$ cat config.mk
export PLATFORM = sky130hd
export DESIGN_NAME = pattern_seq_ctrl_flat
export DESIGN_NICKNAME = d
export VERILOG_FILES = /design/src/rtl/pattern_seq_ctrl_if.sv /design/src/rtl/pattern_seq_ctrl.sv /design/src/flat_wrapper.sv
export SDC_FILE = /design/constraint.sdc
export NUM_CORES = 1
export LEC_CHECK = 0
export BUFFER_PORTS_ARGS = -buffer_cell sky130_fd_sc_hd__buf_4
export CAP_MARGIN = 20
export CORE_MARGIN = 2
export CORE_UTILIZATION = 44
export DETAILED_ROUTE_END_ITERATION = 10
export HOLD_SLACK_MARGIN = 0.1
export PLACE_DENSITY = 0.69
export SLEW_MARGIN = 5
export SYNTH_ARGS = -nofsm -noshare
export SYNTH_HDL_FRONTEND = slang
export SYNTH_SLANG_ARGS = --single-unit
$ cat constraint.sdc
create_clock -name CLK -period 1.9 [get_ports CLK]
set_input_delay 0.285 -clock CLK [delete_from_list [all_inputs] [get_ports CLK]]
set_output_delay 0.285 -clock CLK [all_outputs]
set_load 0.01 [all_outputs]
$ cat src/rtl/pattern_seq_ctrl_if.sv
// pattern_seq_ctrl_if: control handshake and pattern outputs of the pattern sequencer
interface pattern_seq_ctrl_if;
  logic        start;
  logic [3:0]  repeat_cnt;
  logic        pause;
  logic [15:0] Q;
  logic        SER;
  logic [3:0]  bit_idx;
  logic        busy;
  logic        done;
  modport master (output start, repeat_cnt, pause, input Q, SER, bit_idx, busy, done);
  modport slave  (input start, repeat_cnt, pause, output Q, SER, bit_idx, busy, done);
endinterface

$ cat src/rtl/pattern_seq_ctrl.sv
// pattern_seq_ctrl: shifts a fixed 16-bit pattern out MSB-first at CLK/DIV, repeated on request; PATTERN_ROTATE_EN turns the shift into a rotate
module pattern_seq_ctrl #(
  parameter logic [15:0] N     = 16'hACE1,
  parameter int          DIV   = 4,
  parameter int          CNT_W = 8
) (
  input  logic CLK,
  input  logic n_RESET,
  pattern_seq_ctrl_if.slave bus
);
  typedef enum logic [1:0] {IDLE, LOAD, SHIFT, DONE} state_t;
  localparam logic [CNT_W-1:0] DIV_M1 = CNT_W'(DIV - 1);
  state_t           state_q, state_d;
  logic [15:0]      q_q, q_d;
  logic [3:0]       bit_idx_q, bit_idx_d;
  logic [CNT_W-1:0] div_cnt_q, div_cnt_d;
  logic [3:0]       rep_rem_q, rep_rem_d;
  logic             busy_q, busy_d;
  logic             done_q, done_d;
  logic             fill;
`ifdef PATTERN_ROTATE_EN
  assign fill = q_q[15];
`else
  assign fill = 1'b0;
`endif
  // next-state and register updates for the run sequencer
  always_comb begin
    state_d   = state_q;
    q_d       = q_q;
    bit_idx_d = bit_idx_q;
    div_cnt_d = div_cnt_q;
    rep_rem_d = rep_rem_q;
    busy_d    = busy_q;
    done_d    = 1'b0;
    case (state_q)
      IDLE: if (bus.start) begin
        state_d   = LOAD;
        rep_rem_d = bus.repeat_cnt;
        busy_d    = 1'b1;
      end
      LOAD: begin
        state_d   = SHIFT;
        q_d       = N;
        bit_idx_d = 4'd0;
        div_cnt_d = '0;
      end
      SHIFT: if (!bus.pause) begin
        if (div_cnt_q == DIV_M1) begin
          div_cnt_d = '0;
          q_d       = {q_q[14:0], fill};
          bit_idx_d = bit_idx_q + 4'd1;
          if (bit_idx_q == 4'd15) begin
            if (rep_rem_q != 4'd0) begin
              rep_rem_d = rep_rem_q - 4'd1;
              state_d   = LOAD;
            end else begin
              state_d = DONE;
              busy_d  = 1'b0;
              done_d  = 1'b1;
            end
          end
        end else begin
          div_cnt_d = div_cnt_q + CNT_W'(1);
        end
      end
      DONE: state_d = IDLE;
      default: state_d = IDLE;
    endcase
  end
  // state registers; reset aborts any run without a done pulse
  always_ff @(posedge CLK or negedge n_RESET) begin
    if (!n_RESET) begin
      state_q   <= IDLE;
      q_q       <= '0;
      bit_idx_q <= '0;
      div_cnt_q <= '0;
      rep_rem_q <= '0;
      busy_q    <= 1'b0;
      done_q    <= 1'b0;
    end else begin
      state_q   <= state_d;
      q_q       <= q_d;
      bit_idx_q <= bit_idx_d;
      div_cnt_q <= div_cnt_d;
      rep_rem_q <= rep_rem_d;
      busy_q    <= busy_d;
      done_q    <= done_d;
    end
  end
  assign bus.Q       = q_q;
  assign bus.SER     = (state_q == SHIFT) & q_q[15];
  assign bus.bit_idx = bit_idx_q;
  assign bus.busy    = busy_q;
  assign bus.done    = done_q;
endmodule
$ cat src/flat_wrapper.sv
// flat-port wrapper written by rule: the top's interface ports become plain ports
module pattern_seq_ctrl_flat 
#(
  parameter logic [15:0] N     = 16'hACE1,
  parameter int          DIV   = 4,
  parameter int          CNT_W = 8
)
  (CLK, n_RESET, bus_start, bus_repeat_cnt, bus_pause, bus_Q, bus_SER, bus_bit_idx, bus_busy, bus_done);
  pattern_seq_ctrl_if bus_i ();
  input  logic CLK;
  input  logic n_RESET;
  input wire logic [$bits(bus_i.start)-1:0] bus_start;
  input wire logic [$bits(bus_i.repeat_cnt)-1:0] bus_repeat_cnt;
  input wire logic [$bits(bus_i.pause)-1:0] bus_pause;
  output wire logic [$bits(bus_i.Q)-1:0] bus_Q;
  output wire logic [$bits(bus_i.SER)-1:0] bus_SER;
  output wire logic [$bits(bus_i.bit_idx)-1:0] bus_bit_idx;
  output wire logic [$bits(bus_i.busy)-1:0] bus_busy;
  output wire logic [$bits(bus_i.done)-1:0] bus_done;
  assign bus_i.start = bus_start;
  assign bus_i.repeat_cnt = bus_repeat_cnt;
  assign bus_i.pause = bus_pause;
  assign bus_Q = bus_i.Q;
  assign bus_SER = bus_i.SER;
  assign bus_bit_idx = bus_i.bit_idx;
  assign bus_busy = bus_i.busy;
  assign bus_done = bus_i.done;
  pattern_seq_ctrl #(.N(N), .DIV(DIV), .CNT_W(CNT_W)) u_core (.CLK(CLK), .n_RESET(n_RESET), .bus(bus_i));
endmodule
### After elaboration in Yosys (flattened, before gate mapping)

Cells that the tools add are included.
W data, S select, Z words.

* output and inout port bits: 23
* logic and storage cells: 63
* input bits: 8
* flip-flop bits (word level): 36

* eq/ne operators: 11
* bitwise gates (word level): 1
* mux-type cells: 32
* add/sub/neg operators: 3
* reduce and logical (&&, ||, !) cells: 9

Operators with widths (count)
* $mux W16: 2
* $pmux W16 S2: 1
* $mux W4: 7
* $mux W8: 2
* $pmux W4 S2: 2
* $pmux W8 S2: 1
* $reduce_and A6 Y1: 2
* $mux W1: 10
* $mux W2: 5
* $add A8 B1 Y8 const B: 1
* $eq A8 B2 Y1 const B: 1
* $pmux W2 S4: 1
* $ne A2 B1 Y1 const B: 3
* $ne A2 B2 Y1 const B: 3
* $add A4 B1 Y4 const B: 1
* $eq A2 B2 Y1 const B: 2
* $eq A4 B4 Y1 const B: 1
* $reduce_and A4 Y1: 1
* $reduce_bool A2 Y1: 2
* $reduce_bool A4 Y1: 1
* $sub A4 B1 Y4 const B: 1
* $reduce_and A3 Y1: 1
* $eq A2 B1 Y1 const B: 1
* $logic_not A2 Y1: 1
* 3 further kinds: 3

### Logic depth before layout (Yosys ltp)

Gate-level depths: netlist of run 1.

* depth in word-level cells: 6
* depth in mapped cells: 6
* depth with buffers taken out: 6

### Worst setup path after synthesis of run 1

Ideal clock, no wire load.

* kind: reg-to-reg
* start: reg u_core.div_cnt_q[3]
* end: reg u_core.bit_idx_q[3] (netlist: u_core.bus.bit_idx[3])
* setup time: 131 ps
* arrival: 1834 ps
* data required time: 1769 ps
* clock period less this slack: 1965 ps
* buffers on the path: 1
* stages on the path, launching flop included: 6
* slack: -65 ps
* cells stage by stage: dfrtp_1 or4_1 buf_6 or4_4 a31oi_1 o31ai_1

* word-level cells in the longest chain between the ends: 3

RTL lines
* start: declaration: RTL line pattern_seq_ctrl.sv:16 `logic [CNT_W-1:0] div_cnt_q, div_cnt_d;`
* start signal: assignment: RTL line pattern_seq_ctrl.sv:84 `div_cnt_q <= div_cnt_d;`
* $eq A8 B2 Y1: RTL line pattern_seq_ctrl.sv:48 `if (div_cnt_q == DIV_M1) begin`
* $ne A2 B1 Y1 (no line)
* $reduce_and A3 Y1 (no line)
* end signal: assignment: RTL line pattern_seq_ctrl.sv:83 `bit_idx_q <= bit_idx_d;`
* end: declaration: RTL line pattern_seq_ctrl.sv:15 `logic [3:0] bit_idx_q, bit_idx_d;`

No other way between the ends.
A chain may end at the register's enable or synchronous reset.

### Worst setup path in the final report of run 1

* start: reg u_core.div_cnt_q[7]
* end: reg u_core.bit_idx_q[3] (netlist: u_core.bus.bit_idx[3])

The elaborated chain is that of the path after synthesis.

==> results of run 1 <==
[state kept, by name (all words and copies together), names as in the netlist]
register	flops
u_core.bus.Q	16
u_core.bus.bit_idx	4
u_core.bus.busy	1
u_core.bus.done	1
u_core.div_cnt_q	8
u_core.rep_rem_q	4
u_core.state_q	2
[how the worst max path moves through the flow]
stage / end / slack [ns] / startpoint / depth (start not counted)
global placement: u_core.bus.bit_idx[1] / 0.05 / u_core.div_cnt_q[7] / 5
finish: u_core.bus.bit_idx[3] / 0.01 / u_core.div_cnt_q[7] / 5
global route: u_core.state_q[1] / -0.007 / u_core.div_cnt_q[7] / 5
CTS: u_core.bus.bit_idx[3] / 0.005 / u_core.div_cnt_q[7] / 5
floorplan: u_core.bus.bit_idx[2] / 0.05 / u_core.div_cnt_q[0] / 6
detailed placement: u_core.rep_rem_q[1] / -0.003 / u_core.div_cnt_q[7] / 5
[metrics by stage]
| step | utilization | setup TNS (ns) | total power [mW] | hold slack, ns |
|---|---|---|---|---|
| 2_1_floorplan | - | 0 | 1.945 | -0.01059 |
| 3_3_place_gp | 0.5584 | 0 | 2.470 | 0.2677 |
| 3_5_place_dp | 0.5584 | -0.003081 | 2.495 | 0.2712 |
| 4_1_cts | 0.5898 | 0 | 3.114 | 0.3292 |
| 5_1_grt | 0.6087 | -0.01304 | 3.474 | 0.3701 |
| 6_report | 0.6087 | 0 | 3.263 | 0.3351 |
[timing repair]
item                       CTS  global route
hold buffers                 1             0
resized for setup            4             2
setup buffers                1             6
hold endpoints to repair    36             0
gates cloned                 0             0
pin swaps                    1             0
setup endpoints to repair    5             5
[logic make-up (layout without fill, tap and decap cells)]
kind of cell / count (synthesis) / in the layout / synth area share
adder cells (fa/ha/maj): 4 / 4 / 0.02697
AO/OA/AOI/OAI: 55 / 55 / 0.1841
buffers and inverters: 26 / 82 / 0.05799
multiplexers: 2 / 2 / 0.01079
flip-flops: 36 / 36 / 0.4855
AND/OR/NAND/NOR: 69 / 69 / 0.2158
XOR/XNOR: 4 / 4 / 0.01888
[metal layers]
metal	GRT usage	wire length, um	part of all wire	vias to the layer above
li1	-	-	-	812
met1	0.2721	2107	0.48	793
met2	0.2969	2028	0.46	31
met3	0.04058	162	0.037	10
met4	0.08578	79	0.018	0
met5	0	0	0	-
[power breakdown]
group	internal (mW)	leakage [nW]	switching, mW
logic	0.732	0.629	0.820
registers	0.951	0.447	0.179
clock network	0.323	0.0503	0.260
[synthesized netlist by cell type, types with 3 or more instances]
library cell / instances / area, um2
clkbuf_1: 6 / 22.52
o21ai_1: 20 / 100.1
inv_1: 17 / 63.81
ha_1: 4 / 50.05
nor3b_1: 4 / 30.03
nand2b_1: 4 / 25.02
nand3_1: 7 / 35.03
nand2_1: 15 / 56.30
nor2_1: 10 / 37.54
o21ai_0: 4 / 20.02
a21oi_1: 11 / 55.05
dfrtp_1: 36 / 900.9
nand4_1: 8 / 50.05
a31oi_1: 6 / 37.54
and2_1: 3 / 18.77
[cell usage in the layout, fill, tap and decap left out, types with 2 or more instances in the layout]
| cell type | count |
|---|---|
| nand2b_1 | 4 |
| mux2i_1 | 2 |
| o21ai_1 | 20 |
| clkbuf_8 | 7 |
| o21bai_1 | 2 |
| a21oi_1 | 11 |
| and3_1 | 2 |
| buf_4 | 54 |
| nor2_1 | 10 |
| o21ai_0 | 4 |
| or3b_1 | 2 |
| and2_1 | 3 |
| inv_1 | 17 |
| xor2_1 | 2 |
| nor3b_1 | 4 |
| or4_4 | 2 |
| nand2_1 | 15 |
| xnor2_1 | 2 |
| nand4_1 | 8 |
| or2_2 | 2 |
| a31oi_1 | 5 |
| ha_1 | 4 |
| nand3_1 | 7 |
| dfrtp_1 | 36 |
| buf_6 | 2 |
[critical path, delay by kind of cell, from the launching register on]
| family | cells | cell delay, ns |
|---|---|---|
| AOI/OAI and AO/OA | 2 | 0.25 |
| buffers and inverters | 1 | 0.15 |
| DFF | 1 | 0.38 |
| and+or+nand+nor | 2 | 0.98 |
[area by class of cell]
cell class	instances	area share
clock buffers	7	0.03929
repair buffers	58	0.1867
well taps	50	0.02551
inverters	17	0.02602
flip-flops and latches	36	0.3673
multi-input cells	134	0.3551
==> metrics.md, run 1 <==
| Metric | Value |
|---|---|
| RR Endpoint | u_core.bus.bit_idx[3] |
| Hold Fails Final Rpt | 0 |
| PD cells | 1331 mW/mm2 |
| Core Area | 0.004029 mm2 |
| Root buffer cell | clkbuf_8 |
| R2R Setup Slk | 0.01 ns |
| Post-synth EDFFs | 0 |
| Least-Margin Pin Slew | 0.4645 ns |
| Final Non-Filler Cells | 302 |
| Die X | 68.94 um |
| Setup Crit Path Kind | register to register |
| Avg Inst Size Synth | 9.467 um2 |
| Final ANT Viol Nets | 0 |
| Peak supply drop | 517.8 uV |
| Io pins | 31 |
| Initial Util | 0.4606 |
| DR vias | 1646 |
| Post-Syn Area | 0.001856 mm2 |
| Cells after DPL | 287 |
| Crit-path cells | or4_4 > buf_6 > or4_4 > a31oi_4 > o31ai_1 |
| Max stage delay cell, worst path | or4_4 |
| Share of cells above drive strength 1 | 0.2976 |
| Storage cell area | 900.9 um2 |
| Biggest cell delay along the critical path | 0.53 ns |
| R2R cell count | 5 |
| Static Leak | 1.126 nW |
| Largest net degree at the start of global routing | 37 |
| Die extent in y | 68.94 um |
| Total gr overflow | 0 |
| Clock buffer depth | 2 |
| Syn Inst Count | 196 |
| Vias in the first global route | 1449 |
| Detailed-route DRC error count | 0 |
| RSZ-0062 raised after global routing | yes |
| Placed Area | 0.002250 mm2 |
| Tot GR Track Use | 0.1963 |
| Post-route cell area | 0.002452 mm2 |
| Total wire length | 4.378 mm |
| Worst hold stages | 4 |
| Via density | 5.450 |
| Reg-to-reg startpoint | u_core.div_cnt_q[7] |
| Status | finished clean |
| #FFs+latches synth | 36 |
| Hold Path Sink | u_core.rep_rem_q[3] |
| Clock Latency Late Sink | 0.29 ns |
| CP required | 2.06 ns |
| Worst setup SP type | register |
| Worst Setup End Kind | register |
| Die ar. | 0.004753 mm2 |
| Ant diodes | 0 |
| Multi-input gate area | 870.8 um2 |
| Fin. max-slew vios | 0 |
| Final period util | 0.9945 |
| Port Buffers | 30 |
| CP Data Arrival Time | 2.05 ns |
| Worst-path fanout max | 4 |
| Worst rel slew slack | 0.6903 |
| CTS tree | done |
| Place WS | -0.003081 ns |
| Max-cap viol count | 0 |
| Hold Startpoint | bus_repeat_cnt[3] |
| Netlist cell types | 47 |
| Sequential share of the synthesized area | 0.4855 |
| First-pass GRT wire length | 6.810 mm |
| Syn_nets | 208 |
| Clock Skew | 0.003349 ns |
| Tmin final | 1.890 ns |
| Htree depth | 2 |
| FP Rows | 23 |
| CTS buffer count | 5 |
| Most used flip-flop cell after synthesis | dfrtp_1 |
| RePlAce Congestion | 0.8869 |
| Detailed Place HPWL | 2.974 mm |
| TritonRoute pass-1 iters | 4 |
| Final setup fails | 0 |
| Hold WC Path Type | input pin to register |
| Clk slew on worst S/H paths | 0.07 ns |
| Iter 0 DRT Violations | 96 |
| Final setup margin | 0.01041 ns |
| Fmax | 529.2 MHz |
| Initial antenna violation count | 0 |
| Ys async rst share | 1.000 |
| Wire length per cell | 14.50 um |
| Layout area overhead | 32.16% |
| TritonCTS Sinks | 36 |
| Fill cells | 343 |
| Nets | 264 |
| Cell mode on critical path | or4_4 |
| Ys Warns | 0 |
Power figures use the tool's default switching activity.
==> run 2, diff against run 1 <==
--- a/config.mk
+++ b/config.mk
@@ -8,10 +8,10 @@
 export BUFFER_PORTS_ARGS = -buffer_cell sky130_fd_sc_hd__buf_4
 export CAP_MARGIN = 20
 export CORE_MARGIN = 2
-export CORE_UTILIZATION = 44
+export CORE_UTILIZATION = 40
 export DETAILED_ROUTE_END_ITERATION = 10
 export HOLD_SLACK_MARGIN = 0.1
-export PLACE_DENSITY = 0.69
+export PLACE_DENSITY = 0.64
 export SLEW_MARGIN = 5
 export SYNTH_ARGS = -nofsm -noshare
 export SYNTH_HDL_FRONTEND = slang
==> run 2 against run 1 <==
Compared with the run above:
- clock power up 12%
- design area is 1.2% higher
- sequential cell count stayed put
- clock skew rose by 0.0046 ns
- setup slack gained 0.025 ns
- global-route usage down 2.3 points
- die area is 9.4% higher
- non-clock buffer count is 1 higher
- highest routed layer unchanged
==> metrics.md, run 2 (synthesis gave the netlist of run 1 again) <==
| Metric | Value |
|---|---|
| Wire length per cell | 13.69 um (-5.6%) |
| Hold WC Path Type | input pin to register |
| Biggest cell delay along the critical path | 0.54 ns (about the same) |
| Hold Startpoint | bus_repeat_cnt[3] |
| RSZ-0062 raised after global routing | yes |
| Final ANT Viol Nets | 0 (unchanged) |
| Cells after DPL | 288 (+0.35%) |
| Ant diodes | 0 (unchanged) |
| Setup crit end | u_core.bus.bit_idx[3] |
| Clk slew on worst S/H paths | 0.07 ns (about the same) |
| CP Data Arrival Time | 2.03 ns (-0.02 ns) |
| Initial Util | 0.4204 (-0.04021) |
| CTS tree | done |
| Final Non-Filler Cells | 306 (+1.3%) |
| Cell mode on critical path | or4_4 |
| Status | finished clean |
| Final setup fails | 0 (unchanged) |
| Hold Fails Final Rpt | 0 (unchanged) |
| Worst path depth | 5 (unchanged) |
| Clock Skew | 0.007941 ns (+0.004593 ns) |
| CP required | 2.06 ns (about the same) |
| Nets | 265 (+0.38%) |
| Reg-to-reg startpoint | u_core.div_cnt_q[7] |
| Placed Area | 0.002245 mm2 (-0.22%) |
| Tmin final | 1.865 ns (-0.02499 ns) |
| Detailed Place HPWL | 2.990 mm (+0.52%) |
| Fmax | 536.3 MHz (+1.3%) |
| Root buffer cell | clkbuf_8 |
| Crit-path cells | or4_4 > buf_8 > or4_4 > a31oi_4 > o31ai_2 |
| Final period util | 0.9814 (-0.01315) |
| Initial antenna violation count | 0 (unchanged) |
| Critical path origin | u_core.div_cnt_q[7] |
| RR Endpoint | u_core.bus.bit_idx[3] |
| Clock buffer depth | 2 (unchanged) |
| Share of cells above drive strength 1 | 0.3071 (+0.009468) |
| Place WS | 0.01451 ns (+0.01759 ns) |
| Vias in the first global route | 1506 (+3.9%) |
| WHS | 0.3289 ns (-0.006265 ns) |
| RePlAce Congestion | 0.7710 (-13%) |
| Setup TNS Final | 0 ns (unchanged) |
| Die extent in y | 72.11 um (+4.6%) |
| Setup Crit Path Kind | register to register |
| Total wire length | 4.189 mm (-4.3%) |
| Die ar. | 0.005200 mm2 (+9.4%) |
| TritonRoute pass-1 iters | 4 (unchanged) |
| Fin. max-slew vios | 0 (unchanged) |
| Via density | 5.265 (-3.4%) |
| CTS buffer count | 5 (unchanged) |
| Worst setup SP type | register |
| Worst-path fanout max | 6 (+2) |
| Io pins | 31 (unchanged) |
| Least-Margin Pin Slew | 0.4650 ns (+0.0004592 ns) |
| Most frequent cells in the layout | buf_4 (56), dfrtp_1 (36), o21ai_1 (20), inv_1 (17), nand2_1 (14) |
| Die X | 72.11 um (+4.6%) |
| Peak supply drop | 654.2 uV (+26%) |
| Max FFs per register | 16 (unchanged) |
| Largest net degree at the start of global routing | 37 (unchanged) |
| R2R Setup Slk | 0.04 ns (+0.02 ns) |
| R2R cell count | 5 (unchanged) |
| Post-route cell area | 0.002481 mm2 (+1.2%) |
| Layout area overhead | 33.72% |
| Static Leak | 1.133 nW (+0.54%) |
| DR vias | 1611 (-2.1%) |
| Core Area | 0.004414 mm2 (+9.6%) |
| Commonest non-fill, non-tap cell in the layout | buf_4 |
| Final setup margin | 0.03539 ns (+0.02499 ns) |
| Htree depth | 2 (unchanged) |
| Clock Latency Late Sink | 0.29 ns (about the same) |
| Total Power | 3.342 mW (+2.4%) |
| PD cells | 1347 mW/mm2 (+1.2%) |
| First-pass GRT wire length | 7.038 mm (+3.3%) |
| Layout Utilization | 0.5621 (-0.04662) |
| Max stage delay cell, worst path | or4_4 |
| Detailed-route DRC error count | 0 (unchanged) |
| FP Rows | 24 (+4.3%) |
| Worst Setup End Kind | register |
| Max-cap viol count | 0 (unchanged) |
| TritonCTS Sinks | 36 (unchanged) |
| Worst rel slew slack | 0.6900 (about the same) |
| Port Buffers | 30 (unchanged) |
| Iter 0 DRT Violations | 80 (-17%) |
| Total gr overflow | 0 (unchanged) |
| Delay-heaviest family, CP | simple AND/OR/NAND/NOR gates |
| Tot GR Track Use | 0.1733 (-0.02293) |
| CP Buf/Inv Count | 1 (unchanged) |
## run 2: cell type report
| type | instances | area, um2 |
|---|---|---|
| clock inverter | 2 | 35.03 |
| sequential | 36 | 900.9 |
| inverter | 17 | 63.81 |
| fill | 419 | 1933 |
| tap | 52 | 65.06 |
| timing repair buffer | 59 | 456.7 |
| multi-input combinational | 134 | 887.1 |
| clock buffer | 6 | 72.57 |
## run 2: worst min path at each step
stage               slack [ns]  cells after the start               endpoint
floorplan                -0.01                      0        u_core.bus.Q[0]
global placement          0.27                      1  u_core.bus.bit_idx[1]
detailed placement        0.27                      1  u_core.bus.bit_idx[1]
CTS                       0.32                      4    u_core.rep_rem_q[3]
global route              0.35                      3    u_core.rep_rem_q[1]
finish                    0.33                      4    u_core.rep_rem_q[3]
## run 2: routing by layer
metal  up-vias  GRT usage  routed length, um
met4         0    0.05660                 52
met1       775     0.2377               1985
met5         -          0                  0
li1        808          -                  -
met2        21     0.2732               2026
met3         7    0.03889                125
## run 2: what timing repair did
action / in CTS / in global routing
pin swaps: 0 / 1
hold buffers: 1 / 0
endpoints found under the setup margin: 1 / 11
endpoints found under the hold margin: 36 / 0
buffers inserted: 0 / 9
resized for setup: 2 / 9
## run 2: worst min-delay path, cell delays in order
cell and delay [ns]:
buf_4 0.08, nand2_1 0.04, o41ai_1 0.06, a22o_1 0.13
## run 2: report_power, final
group,internal (mW),total (mW),switching [mW]
sequential,0.951,1.12,0.173
clock,0.389,0.652,0.263
combinational,0.750,1.57,0.816
total,2.09,3.34,1.25
